`src/rtl/axi_stall_pkg.sv`:
```
// Shared constants and FSM state type for the AXI handshake stall generator.
// Channel bit order everywhere: AR, R, AW, W, B.
package axi_stall_pkg;

  localparam int NUM_CH = 5;
  localparam int CH_AR  = 0;
  localparam int CH_R   = 1;
  localparam int CH_AW  = 2;
  localparam int CH_W   = 3;
  localparam int CH_B   = 4;

  // Wide enough for the largest legal DELAY_CYCLES (31).
  localparam int CNT_W = 5;

  typedef enum logic [1:0] {
    IDLE = 2'd0,
    ARM  = 2'd1,
    WAIT = 2'd2,
    GO   = 2'd3
  } chan_state_t;

endpackage

```
`src/rtl/axi_stall_chan.sv`:
```
// Single-channel stall FSM: decides when the gate for one AXI channel opens
// based on the fast/async/delay bits sampled while leaving IDLE.
module axi_stall_chan
  import axi_stall_pkg::*;
#(
  parameter int DELAY_CYCLES = 4
) (
  input  logic clk,
  input  logic reset,
  input  logic fast_bit,
  input  logic async_bit,
  input  logic delay_bit,
  input  logic req,
  output logic go,
  output logic fire
);

  localparam logic [CNT_W-1:0] CNT_ONE   = CNT_W'(1);
  localparam logic [CNT_W-1:0] CNT_DELAY = CNT_W'(DELAY_CYCLES);

  chan_state_t      state_reg, state_next;
  logic [CNT_W-1:0] cnt_reg, cnt_next;
  logic             go_reg;

  assign go   = go_reg;
  assign fire = req & go_reg;

  always_ff @(posedge clk or posedge reset) begin
    if (reset) begin
      state_reg <= IDLE;
      cnt_reg   <= '0;
      go_reg    <= 1'b0;
    end else begin
      state_reg <= state_next;
      cnt_reg   <= cnt_next;
      go_reg    <= (state_next == ARM) || (state_next == GO);
    end
  end

  always_comb begin
    state_next = state_reg;
    cnt_next   = cnt_reg;
    unique case (state_reg)
      IDLE: begin
        if (req && fast_bit) begin
          state_next = GO;
        end else if (req) begin
          state_next = WAIT;
          cnt_next   = delay_bit ? CNT_DELAY : CNT_ONE;
        end else if (async_bit) begin
          state_next = ARM;
        end
      end
      // Request level is ignored once committed; only a fire releases the gate.
      ARM, GO: begin
        if (fire) state_next = IDLE;
      end
      WAIT: begin
        cnt_next = cnt_reg - CNT_ONE;
        if (cnt_reg == CNT_ONE) state_next = GO;
      end
      default: state_next = IDLE;
    endcase
  end

endmodule

```
`src/rtl/axi_stall_gen.sv`:
```
// Per-channel AXI handshake stall generator: latches control words, gates the
// five channel handshakes and requests a new word after every fire.
// Optional stall statistics counter enabled by defining AXI_STALL_STATS_EN.
module axi_stall_gen
  import axi_stall_pkg::*;
#(
  parameter int DELAY_CYCLES = 4,
  parameter int STALL_CNT_W  = 16
) (
  input  logic                   clk,
  input  logic                   reset,
  input  logic                   axi_test,
  input  logic                   ctrl_valid,
  input  logic [NUM_CH-1:0]      fast_axi_transaction,
  input  logic [NUM_CH-1:0]      async_axi_transaction,
  input  logic [NUM_CH-1:0]      delay_axi_transaction,
  input  logic [NUM_CH-1:0]      chan_req,
  output logic [NUM_CH-1:0]      chan_go,
  output logic                   ctrl_req,
  output logic [STALL_CNT_W-1:0] stall_count
);

  logic [NUM_CH-1:0] fast_reg, async_reg, delay_reg;
  logic [NUM_CH-1:0] test_mask;
  logic [NUM_CH-1:0] fire_vec;
  logic              ctrl_req_reg;

  assign test_mask = {NUM_CH{axi_test}};

  always_ff @(posedge clk or posedge reset) begin
    if (reset) begin
      fast_reg  <= '0;
      async_reg <= '0;
      delay_reg <= '0;
    end else if (!axi_test) begin
      fast_reg  <= '0;
      async_reg <= '0;
      delay_reg <= '0;
    end else if (ctrl_valid) begin
      fast_reg  <= fast_axi_transaction;
      async_reg <= async_axi_transaction;
      delay_reg <= delay_axi_transaction;
    end
  end

  generate
    for (genvar gi = 0; gi < NUM_CH; gi++) begin : g_chan
      axi_stall_chan #(
        .DELAY_CYCLES(DELAY_CYCLES)
      ) u_chan (
        .clk      (clk),
        .reset    (reset),
        .fast_bit (fast_reg[gi]  & test_mask[gi]),
        .async_bit(async_reg[gi] & test_mask[gi]),
        .delay_bit(delay_reg[gi] & test_mask[gi]),
        .req      (chan_req[gi]),
        .go       (chan_go[gi]),
        .fire     (fire_vec[gi])
      );
    end
  endgenerate

  // Simultaneous fires collapse into one request pulse.
  always_ff @(posedge clk or posedge reset) begin
    if (reset) ctrl_req_reg <= 1'b0;
    else       ctrl_req_reg <= |fire_vec;
  end
  assign ctrl_req = ctrl_req_reg;

`ifdef AXI_STALL_STATS_EN
  logic [STALL_CNT_W-1:0] stall_reg;

  always_ff @(posedge clk or posedge reset) begin
    if (reset) begin
      stall_reg <= '0;
    end else if ((|(chan_req & ~chan_go)) && (stall_reg != '1)) begin
      stall_reg <= stall_reg + STALL_CNT_W'(1);
    end
  end
  assign stall_count = stall_reg;
`else
  assign stall_count = '0;
`endif

endmodule

```
`config.mk`:
```
export PLATFORM = sky130hd
export DESIGN_NAME = axi_stall_gen
export DESIGN_NICKNAME = d
export VERILOG_FILES = /design/src/rtl/axi_stall_pkg.sv /design/src/rtl/axi_stall_chan.sv /design/src/rtl/axi_stall_gen.sv
export SDC_FILE = /design/constraint.sdc
export NUM_CORES = 1
export LEC_CHECK = 0
export BUFFER_PORTS_ARGS = -buffer_cell sky130_fd_sc_hd__clkbuf_2
export CAP_MARGIN = 15
export CORE_ASPECT_RATIO = 0.75
export CORE_MARGIN = 4
export CORE_UTILIZATION = 45
export CTS_CLUSTER_DIAMETER = 80
export DETAILED_ROUTE_END_ITERATION = 10
export GPL_TIMING_DRIVEN = 0
export MAX_ROUTING_LAYER = met4
export PLACE_DENSITY = 0.66
export SLEW_MARGIN = 30
export SYNTH_ARGS = -nofsm -noshare
export SYNTH_HDL_FRONTEND = slang
export SYNTH_SLANG_ARGS = --single-unit
```
`constraint.sdc`:
```
create_clock -name clk -period 3.7 [get_ports clk]
set_input_delay 0.74 -clock clk [delete_from_list [all_inputs] [get_ports clk]]
set_output_delay 0.74 -clock clk [all_outputs]
set_load 0.005 [all_outputs]
```
-- Word level (Yosys, flattened, before mapping)
Index checks and enable logic that the tools add are counted.
W data, S select, Z words.
- add/subtract/negate cells: 5
- equality and inequality tests: 41
- multiplexer cells: 56
- bitwise logic cells: 20
- reduce and logical (&&, ||, !) cells: 31
- operators by type and width (kind ; count):
    $mux W5 ; 16
    $mux W2 ; 25
    $pmux W5 S2 ; 5
    $eq A2 B2 Y1 const B ; 15
    $pmux W2 S3 ; 5
    $eq A5 B1 Y1 const B ; 5
    $sub A5 B1 Y5 const B ; 5
    $and A1 B1 Y1 ; 20
    $eq A2 B1 Y1 const B ; 10
    $ne A2 B2 Y1 const B ; 10
    $mux W3 ; 5
    $reduce_and A3 Y1 ; 5
    $logic_not A2 Y1 ; 5
    $reduce_bool A2 Y1 ; 5
    $reduce_or A2 Y1 ; 5
    $logic_and A1 B1 Y1 ; 5
    $logic_or A1 B1 Y1 ; 5
    $reduce_or A5 Y1 ; 1
    $ne A2 B1 Y1 const B ; 1
- register bits: 56
- input bits: 24
- output and inout bits: 22
- logic and storage cells: 172

-- Longest topological paths before layout
Gate-level depths: netlist (run 1).
- depth after elaboration: 7
- depth in mapped cells: 5
- mapped depth without buffers: 5

-- By module
Synthesis (run 1) repeated with hierarchy kept, for this count alone.
- cell total of the unflattened synthesis: 307
- area, all modules: 3229.3 um^2
- modules (own cells, without submodules) (module ; times used ; cells each ; area each (um^2) ; sequential area each (um^2)):
    axi_stall_chan ; 5 ; 44 ; 461.7 ; 200.2
    axi_stall_gen ; 1 ; 87 ; 920.9 ; 400.4

-- Worst setup path before layout (run 1)
OpenSTA, ideal clock, no wires.
- path type: input-to-reg
- start point: in axi_test
- end point: reg g_chan[4].u_chan.cnt_reg[0]
- setup time: 124 ps
- arrival: 1505 ps
- required time: 3576 ps
- slack: 2071 ps
- stages: 4
- path buffers: 1
- cells stage by stage: buf_2 -> a21boi_0 -> o21ai_0 -> a211o_1
- longest elaborated chain between the ends: 5
- elaborated cells on any way between the ends: 9
- those cells by class: 1 x eq/ne; 4 x mux; 2 x bitwise; 2 x reduce/logical
- ends and longest elaborated chain (item ; line ; source):
    start: declaration ; axi_stall_gen.sv:12 ; input logic axi_test,
    $and A1 B1 Y1 ; axi_stall_gen.sv:55 ; .delay_bit(delay_reg[gi] & test_mask[gi]),
    $mux W3 ; axi_stall_chan.sv:49 ; cnt_next = delay_bit ? CNT_DELAY : CNT_ONE;
    $mux W5 ; axi_stall_chan.sv:47 ; end else if (req) begin
    $mux W5 ; axi_stall_chan.sv:45 ; if (req && fast_bit) begin
    $pmux W5 S2 ; axi_stall_chan.sv:43 ; unique case (state_reg)
    end signal: assignment ; axi_stall_chan.sv:35 ; cnt_reg <= cnt_next;
    end: declaration ; axi_stall_chan.sv:22 ; logic [CNT_W-1:0] cnt_reg, cnt_next;
Parallel ways exist; a longest one is shown, timed or not. The select of a mux whose other input is x is not followed.
A chain may end at the register's enable or synchronous reset.

-- Final worst setup path (run 1)
- start point: reg g_chan[3].u_chan.go_reg
- end point: out chan_go[3]
- RTL lines (item ; line ; source):
    start: declaration ; axi_stall_chan.sv:23 ; logic go_reg;
    start signal: assignment ; axi_stall_chan.sv:36 ; go_reg <= (state_next == ARM) || (state_next == GO);
    end: declaration ; axi_stall_gen.sv:18 ; output logic [NUM_CH-1:0] chan_go,
No word-level cell between the ends.

==> results of run 1 <==
worst max-delay path by stage:
stage	from	endpoint	slack (ns)	cells after the start
after floorplan	reset	async_reg[0]	1.73	1
after detailed placement	axi_test	g_chan[4].u_chan.cnt_reg[2]	1.86	4
after global routing	g_chan[3].u_chan.go	chan_go[3]	1.86	2
final	g_chan[3].u_chan.go	chan_go[3]	1.92	2
after global placement	reset	g_chan[3].u_chan.cnt_reg[3]	1.03	2
after CTS	g_chan[3].u_chan.go	chan_go[3]	1.91	2
cells in the mapped netlist (5+ instances only):
cell       count  area, sq um
a21oi_1        5         25.0
buf_2          5         25.0
buf_4         22          165
dfrtp_1       51         1280
ha_1          10          125
inv_1         20         75.1
mux2i_1       21          210
nand2_1       11         41.3
nand2b_1       8         50.1
nor2_1         5         18.8
nor2b_1       24          150
nor3_1        10         50.1
o211ai_1       8         60.1
o21ai_0        8         40.0
o2bb2ai_1      6         52.6
final cells by class:
| class | count | area [sq um] |
|---|---|---|
| clock inverter | 2 | 17.5 |
| buffer | 30 | 201 |
| multi-input combinational | 202 | 1450 |
| inverter | 20 | 77.6 |
| fill | 614 | 2960 |
| timing repair buffer | 28 | 163 |
| clock buffer | 6 | 72.6 |
| sequential | 51 | 1280 |
| tap | 81 | 101 |
through the flow:
step / instances / instance area (sq um) / hold WS, ns
4_1_cts: 420 / 3360 / 0.282
6_report: 420 / 3360 / 0.294
3_3_place_gp: 411 / 3240 / 0.501
2_1_floorplan: 303 / 3010 / 0.478
3_5_place_dp: 412 / 3270 / 0.498
5_1_grt: 420 / 3360 / 0.292
cell families after synthesis:
logic type,synth area share (%)
simple gates,18.0
compound gates,16.9
flops,43.3
buf+inv,9.38
mux,7.13
fa+ha+maj,4.24
xor+xnor,0.891
other cells,0.127
worst reg2reg max path, stage by stage (launching register included):
cell     delay [ns]
dfrtp_1        0.43
inv_1          0.08
ha_1           0.19
or3b_1         0.38
and4_4         0.20
a211o_1        0.26
power by group:
| part | total [mW] | leakage [nW] | internal, mW | switching (mW) |
|---|---|---|---|---|
| clock | 0.322 | 0.0454 | 0.136 | 0.186 |
| sequential | 0.935 | 0.636 | 0.744 | 0.191 |
| combinational | 0.923 | 0.948 | 0.465 | 0.458 |
| total | 2.18 | 1.63 | 1.35 | 0.835 |
layer usage:
layer / up-vias / wire [microns]
met5: - / 0
met4: 0 / 28
met1: 1043 / 2910
li1: 1111 / -
met3: 2 / 233
met2: 40 / 2670
==> impl_metrics.csv, run 1 <==
group,metric,value,unit
finish,num_antenna_cells,0,
clock_tree,cts_inserted_buffers,5,
clock_tree,cts_hold_buf,0,
worst_setup_path,cp_slowest_cell,"dfrtp_1",
worst_setup_path,critical_path.top_delay_family,"flip-flops",
floorplan,pin_count,46,
floorplan,num_rows,25,
worst_setup_path,path_cells,"buf_4 > clkbuf_2",
pwr,p_leak,1.63,nW
clock_tree,cts_tree,"built",
global_route,busiest_layer,"met2",
placed_design,hpwl,4.42,mm
timing,fin_skew,0.00509,ns
drt,antenna_left,0,
timing,slew_headroom,61.0,%
clock_tree,clk_pin_slew_worst_paths,0.09,ns
synth,ys_warn_count,0,
worst_setup_path,r2r_cells,5,
finish,layout_commonest_cell,"dfrtp_1",
global_route,grt.total_usage,16.0,%
worst_setup_path,cp-start-kind,"flip-flop",
synth,synth-edff-count,0,
worst_setup_path,r2r_end,"g_chan[4].u_chan.cnt_reg[4]",
clock_tree,cts_num_sinks,51,
placed_design,gp_congestion,0.832,
pwr,powerDensity,649,mW/mm^2
drt,routedWlPerCell,13.9,microns
drt,vias,2196,
clock_tree,post_cts_buffers,0,
clock_tree,cts-htree-levels,2,
finish,largest_reg_flops,25,
drt,drt-pass1-iter-count,4,
timing,finalCriticalPeriod,1.78,ns
timing,max_freq,0.563,GHz
synth,ys_seq_elements,51,
global_route,grt_pass1_wl,9.94,mm
finish,layout_common_cells,"dfrtp_1 (51), clkbuf_2 (27), nor2b_1 (24)",
floorplan,die_w,101,microns
pwr,total_power,2.18,mW
timing,maxSlewViolCount,0,
global_route,grt_max_degree,47,
worst_setup_path,critPathBufInv,2,
placed_design,numPortBuffers,27,
timing,fin_crit_sh,48.0,%
floorplan,die_h,78.1,microns
synth,syn_area_per_cell,10.2,sq um
synth,postSynthCellCount,288,
drt,drc,0,
timing,worst_slew_pin_slew,0.579,ns
synth,ys_seq_area_share,43.3,%
worst_setup_path,cp.arrival,1.04,ns
global_route,antenna_found_initial,0,
placed_design,dp_slack,1.86,ns
pwr,ir_drop,359,uV
synth,synthArstFlopShare,100,%
worst_setup_path,timing.rr.start,"g_chan[4].u_chan.cnt_reg[0]",
floorplan,die_area,0.00793,sq mm
finish,synthToLayoutAreaGrowth,14.0,%
global_route,met1_usage,23.1,%
timing,rsz0062_at_grt,"no",
finish,postLayoutCoreUtil,53.2,%
worst_setup_path,required,2.96,ns
synth,ys_types,51,
status,outcome,"finished clean",
drt,via_per_inst,5.23,
synth,ys.flop_type,"dfrtp_1",
min_path,min_path_type,"in -> async",
drt,wirelength,5.84,mm
global_route,overflow,0,
synth,synth_area,0.00295,sq mm
run,drv_cap,0,
global_route,grtUsageMet2,23.6,%
drt,dr.first_iter.drc_count,115,
floorplan,core,0.00632,sq mm
worst_setup_path,crit_type,"reg -> out",
timing,worst_slack,1.92,ns
clock_tree,post_cts_resize_count,0,
worst_setup_path,slowest_delay,0.48,ns
worst_setup_path,r2r_slack,2.06,ns
finish,fin_nets,372,
global_route,grt_pass1_vias,2045,
timing,hold_viol,0,
global_route,use_met3,3.20,%
clock_tree,clock_path_buffers,2,
worst_setup_path,critPathMaxFanout,8,
worst_setup_path,crit_path_end_kind,"primary output",
timing,setup_violations,0,
finish,drive_gt1_share,21.2,%
clock_tree,clkLatencyLatePin,0.30,ns
floorplan,initial_core_util,46.7,%
timing,tns,0,ns
clock_tree,ctsRootBufferMaster,"clkbuf_8",
Note: power is estimated with default switching activity, not from simulation.
==> run 2: changes to the inputs <==
Settings changed: PLACE_DENSITY 0.66 to 0.68.
Clock period 3.7 ns to 1.43 ns, I/O delays scaled along.
==> run 2 against run 1 <==
Compared with the run above: final cell count is 2.4% higher; largest cell class unchanged; flip-flop and latch count is the same; critical path type is now reg -> reg; die area is the same; the run now ends with negative setup slack left; power rose to 2.8 times the previous value; sequential power grew to 2.6 times the previous value; combinational power grew to 3.1 times the previous value; critical endpoint is now g_chan[4].u_chan.cnt_reg[4]; wire length rose by 8.5%; worst hold slack lost 0.27 ns; first-iteration DRC count down 52%; setup slack lost 1.9 ns.
==> impl_metrics.csv, run 2 (same netlist as run 1, synthesis figures left out) <==
group,metric,value,unit
pwr,ir_drop,791,uV
worst_setup_path,critPathMaxFanout,2,
clock_tree,clk_pin_slew_worst_paths,0.10,ns
floorplan,core,0.00632,sq mm
floorplan,die_w,101,microns
floorplan,initial_core_util,46.7,%
finish,synthToLayoutAreaGrowth,19.6,%
finish,largest_reg_flops,25,
clock_tree,cts_inserted_buffers,5,
placed_design,hpwl,4.59,mm
global_route,overflow,0,
placed_design,gp_congestion,0.807,
placed_design,dp.cells,412,
finish,num_antenna_cells,0,
worst_setup_path,critical_path.top_delay_family,"simple AND/OR/NAND/NOR gates",
global_route,grt_pass1_wl,10.4,mm
drt,drc,0,
min_path,min_path_type,"in -> async",
drt,drt-pass1-iter-count,4,
floorplan,die_h,78.1,microns
pwr,powerDensity,1750,mW/mm^2
finish,drive_gt1_share,28.1,%
global_route,grt_pass1_vias,2189,
drt,antenna_left,0,
finish,layout_commonest_cell,"dfrtp_1",
floorplan,num_rows,25,
worst_setup_path,cp-start-kind,"flip-flop",
clock_tree,clock_path_buffers,2,
timing,worst_slack,-0.0186,ns
run,drv_cap,0,
drt,dr.first_iter.drc_count,55,
placed_design,dp_slack,-0.130,ns
timing,fin_crit_sh,101,%
worst_setup_path,slowest_delay,0.41,ns
status,violations,"negative setup slack",
drt,via_per_inst,5.34,
worst_setup_path,crit_type,"reg -> reg",
timing,fin_skew,0.00730,ns
finish,layout_common_cells,"dfrtp_1 (50), buf_4 (31), clkbuf_2 (27)",
pwr,total_power,6.15,mW
timing,worst_slew_pin_slew,0.605,ns
timing,finalCriticalPeriod,1.45,ns
timing,tns,-0.0357,ns
worst_setup_path,cp_slowest_cell,"dfrtp_1",
pwr,p_leak,1.68,nW
clock_tree,cts_num_sinks,51,
global_route,grt.total_usage,16.7,%
worst_setup_path,crit_path_end_kind,"flip-flop",
drt,routedWlPerCell,14.7,microns
timing,setup_violations,2,
timing,hold_viol,0,
finish,fin_cells,430,
floorplan,die_area,0.00793,sq mm
placed_design,numPortBuffers,27,
drt,wirelength,6.33,mm
global_route,antenna_found_initial,0,
worst_setup_path,path_cells,"inv_2 > ha_4 > or3b_1 > and4_4 > a211o_1",
worst_setup_path,cp.arrival,1.65,ns
worst_setup_path,critPathBufInv,1,
clock_tree,cts_tree,"built",
finish,fin_nets,382,
timing,max_freq,0.690,GHz
timing,rsz0062_at_grt,"yes",
timing,maxSlewViolCount,0,
clock_tree,clkLatencyLatePin,0.31,ns
drt,vias,2295,
timing,slew_headroom,59.6,%
clock_tree,ctsRootBufferMaster,"clkbuf_8",
worst_setup_path,required,1.63,ns
global_route,grt_max_degree,28,
floorplan,pin_count,46,
clock_tree,cts-htree-levels,2,
status,outcome,"finished, violations left",
## run 2: worst reg2reg max path: cells and delay by family (launching register included)
kind | cells | cell delay, ns
flip-flops | 1 | 0.41
AND/OR/NAND/NOR | 2 | 0.52
AO/OA/AOI/OAI | 1 | 0.22
adder cells (fa/ha/maj) | 1 | 0.13
buffers and inverters | 1 | 0.08
## run 2: worst paths after layout
check                                                  from                            end  slack, ns  depth (start not counted)
worst max-delay path            g_chan[4].u_chan.cnt_reg[0]    g_chan[4].u_chan.cnt_reg[4]      -0.02                          5
worst min-delay path                                  reset    g_chan[3].u_chan.cnt_reg[3]       0.03                          2
worst max register to register  g_chan[4].u_chan.cnt_reg[0]    g_chan[4].u_chan.cnt_reg[4]      -0.02                          5
worst min register to register  g_chan[3].u_chan.cnt_reg[1]    g_chan[3].u_chan.cnt_reg[1]       0.53                          1
max in group asynchronous                             reset  g_chan[2].u_chan.state_reg[0]       0.89                          3
min in group clk                                chan_req[2]  g_chan[2].u_chan.state_reg[1]       0.24                          2
## run 2: final cells by class
class | instances | area [sq um]
sequential | 51 | 1280
clock inverter | 3 | 27.5
multi-input combinational | 202 | 1540
clock buffer | 5 | 68.8
inverter | 20 | 78.8
timing repair buffer | 38 | 234
fill | 569 | 2790
buffer | 30 | 201
tap | 81 | 101
## run 2: repair_timing
action	CTS	global route
setup buffers	8	2
gates resized for setup	2	15
hold buffers	0	0
pin swaps	4	1
setup endpoints to repair	2	8
## run 2: where the power goes
part | total (mW) | switching (mW) | internal, mW
combinational | 2.82 | 1.34 | 1.47
clock | 0.888 | 0.524 | 0.364
sequential | 2.45 | 0.523 | 1.93
## run 2: stage by stage
step	cell area [sq um]	utilization, %	hold slack (ns)
final	3530	55.8	0.0284
after global placement	3260	51.6	0.502
after floorplan	3020	-	0.335
after CTS	3440	54.4	0.0417
after detailed placement	3280	51.9	0.388
after global routing	3530	55.8	0.0710
## run 2: layer usage
layer,up-vias,global-route usage (%),wire length (microns)
met5,-,-,0
met4,0,2.79,15
met3,2,3.20,316
met2,48,26.0,3040
met1,1119,23.2,2960
li1,1126,-,-
